**src/rtl/fsb_refresh_timer_if.sv**
```systemverilog
// fsb_refresh_timer_if: bus-side signals between the refresh timer and the arbiter/cycle controller.
interface fsb_refresh_timer_if #(
    parameter int DEBT_MAX  = 4,
    parameter int TO_STAGES = 2
);
    localparam int PW = $clog2(DEBT_MAX + 1);
    logic                 CACT;
    logic                 RefAck;
    logic                 RefReq;
    logic                 RefUrgent;
    logic [PW-1:0]        RefPending;
    logic                 RefOverflow;
    logic [TO_STAGES-1:0] Timeout;
    modport master (
        output CACT, RefAck,
        input  RefReq, RefUrgent, RefPending, RefOverflow, Timeout
    );
    modport slave (
        input  CACT, RefAck,
        output RefReq, RefUrgent, RefPending, RefOverflow, Timeout
    );
endinterface

```
**src/rtl/fsb_refresh_timer.sv**
```systemverilog
// fsb_refresh_timer: refresh interval counter with saturating debt, plus a prescaled bus-cycle timeout chain.
module fsb_refresh_timer #(
    parameter int REF_PERIOD = 288,
    parameter int URGENT_AT  = 256,
    parameter int DEBT_MAX   = 4,
    parameter int TICK_DIV   = 64,
    parameter int TO_STAGES  = 2
) (
    input logic                FCLK,
    input logic                nRESET,
    fsb_refresh_timer_if.slave bus
);
    localparam int RW = $clog2(REF_PERIOD);
    localparam int TW = $clog2(TICK_DIV);
    localparam int PW = $clog2(DEBT_MAX + 1);
    localparam logic [RW-1:0] REF_LAST   = RW'(REF_PERIOD - 1);
    localparam logic [RW-1:0] URGENT_CNT = RW'(URGENT_AT);
    localparam logic [TW-1:0] TICK_LAST  = TW'(TICK_DIV - 1);
    localparam logic [PW-1:0] DEBT_TOP   = PW'(DEBT_MAX);
    localparam logic [PW-1:0] DEBT_ONE   = PW'(1);

    logic [RW-1:0]        ref_cnt_q, ref_cnt_d;
    logic [TW-1:0]        tick_cnt_q, tick_cnt_d;
    logic [PW-1:0]        debt_q, debt_d;
    logic                 ovf_q, ovf_d;
    logic [TO_STAGES-1:0] to_q, to_d;
    logic                 wrap, tick, ack;

    // An ack against zero debt is dropped so the debt never underflows.
    always_comb begin
        wrap       = ref_cnt_q == REF_LAST;
        tick       = tick_cnt_q == TICK_LAST;
        ack        = bus.RefAck && debt_q != '0;
        ref_cnt_d  = wrap ? '0 : ref_cnt_q + RW'(1);
        tick_cnt_d = tick ? '0 : tick_cnt_q + TW'(1);
        debt_d     = (wrap && !ack && debt_q != DEBT_TOP) ? debt_q + DEBT_ONE
                   : (!wrap && ack) ? debt_q - DEBT_ONE : debt_q;
        ovf_d      = ovf_q || (wrap && !ack && debt_q == DEBT_TOP);
        to_d       = !bus.CACT ? '0 : tick ? ((to_q << 1) | TO_STAGES'(1)) : to_q;
    end

    always_ff @(posedge FCLK or negedge nRESET) begin
        if (!nRESET) begin
            ref_cnt_q  <= '0;
            tick_cnt_q <= '0;
            debt_q     <= DEBT_ONE;
            ovf_q      <= 1'b0;
            to_q       <= '0;
        end else begin
            ref_cnt_q  <= ref_cnt_d;
            tick_cnt_q <= tick_cnt_d;
            debt_q     <= debt_d;
            ovf_q      <= ovf_d;
            to_q       <= to_d;
        end
    end

    // Outputs decode registered state only; inputs reach them one cycle later.
    assign bus.RefReq      = debt_q != '0;
    assign bus.RefUrgent   = (debt_q > DEBT_ONE) || (debt_q == DEBT_ONE && ref_cnt_q >= URGENT_CNT);
    assign bus.RefPending  = debt_q;
    assign bus.RefOverflow = ovf_q;
    assign bus.Timeout     = to_q;
endmodule

```
**src/flat_wrapper.sv**
```systemverilog
// flat-port wrapper written by rule: the top's interface ports become plain ports
module fsb_refresh_timer_flat 
#(
    parameter int REF_PERIOD = 288,
    parameter int URGENT_AT  = 256,
    parameter int DEBT_MAX   = 4,
    parameter int TICK_DIV   = 64,
    parameter int TO_STAGES  = 2
)
  (FCLK, nRESET, bus_CACT, bus_RefAck, bus_RefReq, bus_RefUrgent, bus_RefPending, bus_RefOverflow, bus_Timeout);
  fsb_refresh_timer_if #(.DEBT_MAX(DEBT_MAX), .TO_STAGES(TO_STAGES)) bus_i ();
  input logic FCLK;
  input logic nRESET;
  input wire logic [$bits(bus_i.CACT)-1:0] bus_CACT;
  input wire logic [$bits(bus_i.RefAck)-1:0] bus_RefAck;
  output wire logic [$bits(bus_i.RefReq)-1:0] bus_RefReq;
  output wire logic [$bits(bus_i.RefUrgent)-1:0] bus_RefUrgent;
  output wire logic [$bits(bus_i.RefPending)-1:0] bus_RefPending;
  output wire logic [$bits(bus_i.RefOverflow)-1:0] bus_RefOverflow;
  output wire logic [$bits(bus_i.Timeout)-1:0] bus_Timeout;
  assign bus_i.CACT = bus_CACT;
  assign bus_i.RefAck = bus_RefAck;
  assign bus_RefReq = bus_i.RefReq;
  assign bus_RefUrgent = bus_i.RefUrgent;
  assign bus_RefPending = bus_i.RefPending;
  assign bus_RefOverflow = bus_i.RefOverflow;
  assign bus_Timeout = bus_i.Timeout;
  fsb_refresh_timer #(.REF_PERIOD(REF_PERIOD), .URGENT_AT(URGENT_AT), .DEBT_MAX(DEBT_MAX), .TICK_DIV(TICK_DIV), .TO_STAGES(TO_STAGES)) u_core (.FCLK(FCLK), .nRESET(nRESET), .bus(bus_i));
endmodule
```
**config.mk**
```make
export PLATFORM = sky130hd
export DESIGN_NAME = fsb_refresh_timer_flat
export DESIGN_NICKNAME = d
export VERILOG_FILES = /design/src/rtl/fsb_refresh_timer_if.sv /design/src/rtl/fsb_refresh_timer.sv /design/src/flat_wrapper.sv
export SDC_FILE = /design/constraint.sdc
export NUM_CORES = 1
export LEC_CHECK = 0
export ABC_AREA = 1
export BUFFER_PORTS_ARGS = -buffer_cell sky130_fd_sc_hd__buf_2
export CORE_AREA = 3 3 50 52
export CTS_BUF_LIST = sky130_fd_sc_hd__clkbuf_4
export CTS_CLUSTER_DIAMETER = 120
export CTS_CLUSTER_SIZE = 25
export DETAILED_ROUTE_END_ITERATION = 16
export DIE_AREA = 0 0 53 55
export GPL_ROUTABILITY_DRIVEN = 0
export GPL_TIMING_DRIVEN = 1
export PLACE_DENSITY = 0.69
export REMOVE_ABC_BUFFERS = 1
export SKIP_LAST_GASP = 1
export SLEW_MARGIN = 20
export SYNTH_ARGS = -nofsm -noshare
export SYNTH_HDL_FRONTEND = slang
export SYNTH_SLANG_ARGS = --single-unit
```
**constraint.sdc**
```tcl
create_clock -name FCLK -period 1.5 [get_ports FCLK]
set_input_delay 0.3 -clock FCLK [delete_from_list [all_inputs] [get_ports FCLK]]
set_output_delay 0.3 -clock FCLK [all_outputs]
set_load 0.02 [all_outputs]
```
==> impl_metrics.csv <==
group,metric,value,unit
grt,grt_pass1_vias,750,
logic_synthesis,ys_seq_area_share,48.56,%
worst_setup_path,r2r_slack,30,ps
clock_network,clk_pin_slew,110,ps
worst_setup_path,worstPathRequired,1200,ps
outcome,violations,"setup timing",
place,port_buffers,11,
routing,routedWlPerCell,10.81,um
final_layout,utilization,62.20,%
grt,track_usage,14.77,%
sta,fmax,0.6035,GHz
routing,routed_wl,1.827,mm
sta,fin_worst_skew,3.132,ps
sta,setup_viol,2,
floorplan,die_w,53,um
floorplan,core,2148,sq um
final_layout,fill_cells,180,
logic_synthesis,yosysUniqueCellTypes,24,
floorplan,rows,17,
worst_setup_path,cp_cell_sequence,"inv_1, ha_2, nand2_4, buf_6",
routing,vias,792,
sta,finalHoldViolations,0,
worst_setup_path,endpoint,"bus_RefReq",
sta,rsz0062_at_grt,"true",
logic_synthesis,netlist_area,1085,sq um
worst_setup_path,end_kind,"primary output",
final_layout,final_common_cell,"dfrtp_1",
logic_synthesis,yosysWarnings,0,
sta,tightest_slew,456.7,ps
floorplan,initial_core_util,50.50,%
floorplan,die_h,55,um
sta,slew_violations,0,
final_layout,multiInputGateArea,519.2,sq um
pwr,powerDensity,636.9,nW/um^2
sta,period_needed,1657,ps
final_layout,nets,152,
sta,setup_ws,-157.0,ps
worst_setup_path,cp_num_buf_inv,2,
sta,hold_slack,216.9,ps
place,pre_cts_ws,38.48,ps
flow_run,maxCapViolCount,0,
final_layout,stdcell_area,1336,sq um
grt,overflow,0,
worst_setup_path,worst-path-max-fanout,3,
outcome,outcome,"complete, but fails checks",
worst_setup_path,reg2reg_depth,8,
floorplan,die-area,2915,sq um
worst_setup_path,startpoint,"u_core.bus.RefPending[0]$_DFFE_PN1P_",
worst_setup_path,slowest_stage,"dfstp_2",
clock_network,cts_sinks,21,
clock_network,clock_latency,300,ps
clock_network,htreeDepth,1,
final_layout,final_cell_mix,"dfrtp_1 (20), nand2_1 (18), inv_1 (15), nor2_1 (13), nand3_1 (9)",
logic_synthesis,avgSynthCellArea,9.352,sq um
worst_setup_path,critPathMaxStageDelay,570,ps
logic_synthesis,synth-async-reset-ratio,100.0,%
worst_setup_path,critPathTopFamily,"flip-flops",
worst_hold_path,worstHoldStart,"bus_CACT",
clock_network,cts_buffers,3,
place,hpwl,1.333,mm
worst_setup_path,cp.arrival,1360,ps
final_layout,diodes,0,
pwr,leakage,0.6756,nW
clock_network,clock_path_buffers,2,
final_layout,drive_above_1_share,31.21,%
place,dpl_cell_area,1197,sq um
routing,drt_iter0_drc,12,
sta,fin_crit_sh,110.5,%
floorplan,ioPinCount,12,
logic_synthesis,ys_ff_latch,21,
worst_hold_path,min_path_type,"input port to flip-flop",
grt,antenna_found_initial,0,
sta,relSlewSlack,69.56,%
logic_synthesis,ys.flop_type,"dfrtp_1",
logic_synthesis,synth-edff-count,0,
final_layout,seqCellArea,526.8,sq um
grt,grt_pass1_wl,3.105,mm
routing,drt-pass1-iter-count,3,
pwr,irDropWorstVdd,0.4165,mV
worst_setup_path,critical_path_class,"flip-flop to primary output",
routing,avgViaCountPerCell,4.686,
worst_setup_path,r2r-end,"u_core.bus.RefPending[1]$_DFFE_PN0P_",
clock_network,cts_root_buf,"clkbuf_4",
final_layout,syn_to_final_growth,23.18,%
worst_setup_path,cp.depth,4,
worst_setup_path,r2r_start,"u_core.bus.RefPending[0]$_DFFE_PN1P_",
grt,grt_max_degree,22,
routing,drcViolationCount,0,
routing,ant_nets,0,
clock_network,cts_tree,"yes",
logic_synthesis,syn-instance-count,116,
worst_setup_path,start_kind,"flip-flop",
[layout make-up]
cell class	count	share of cell area [%]
clock buffer	3	1.685
inverter	18	5.431
sequential	21	39.42
timing repair buffer	21	11.61
multi-input combinational	77	38.86
clock inverter	1	0.3745
tap	28	2.622
[metal layers]
metal  global-route usage [%]  part of all wire, %
met5                        0                    0
met1                    18.40                   46
met2                    24.59                   49
met4                    7.660                  2.4
met3                    2.681                  3.2
[cells by family after synthesis]
family                   share of synthesized area [%]
AO/OA/AOI/OAI                                    5.883
XOR/XNOR                                         5.652
AND/OR/NAND/NOR                                  26.30
adder cells (fa/ha/maj)                          6.920
flip-flops                                       48.56
buffers and inverters                            6.690
[worst min-delay path by stage]
| stage | end | slack (ps) | cells past startpoint |
|---|---|---|---|
| 2_1_floorplan | u_core.bus.RefOverflow$_DFF_PN0_ | 4 | 0 |
| 3_3_place_gp | u_core.ref_cnt_q[7]$_DFF_PN0_ | 280 | 1 |
| 3_5_place_dp | u_core.ref_cnt_q[7]$_DFF_PN0_ | 280 | 1 |
| 4_1_cts | u_core.bus.Timeout[0]$_DFFE_PN0P_ | 210 | 2 |
| 5_1_grt | u_core.bus.Timeout[0]$_DFFE_PN0P_ | 210 | 2 |
| 6_report | u_core.bus.Timeout[0]$_DFFE_PN0P_ | 220 | 2 |
[stage by stage]
stage	setup TNS, ps	instances	total power, mW
after floorplan	-85.14	116	0.5772
after global placement	0	158	0.5928
after detailed placement	0	158	0.5929
after CTS	-351.8	164	0.8661
after global routing	-527.7	169	0.8855
final	-303.5	169	0.8510
[synth_stat cells, types with 4 or more instances]
cell	instances	area, sq um
a21oi_1	4	20.02
dfrtp_1	20	500.5
ha_1	6	75.07
inv_1	15	56.30
nand2_1	18	67.56
nand2_4	4	45.04
nand3_1	10	50.05
nor2_1	13	48.80
xor2_1	5	43.79
[report_power, final]
part           switching (mW)  internal [mW]
combinational          0.0125        0.00462
sequential                  0          0.566
clock                   0.168         0.0995
total                   0.181          0.670
[flip-flops by register name, indices dropped and copies added (netlist names)]
name and flops:
u_core.bus.Timeout 2, u_core.ref_cnt_q 9, u_core.bus.RefOverflow 1, u_core.tick_cnt_q 6
u_core.bus.RefPending 3
[timing repair]
action	in CTS	in global routing
endpoints found under the hold margin	20	0
endpoints found under the setup margin	2	6
hold buffers	1	0
resized for setup	5	9
setup buffers	1	5
pin swaps	0	3
Power figures use the tool's default switching activity.
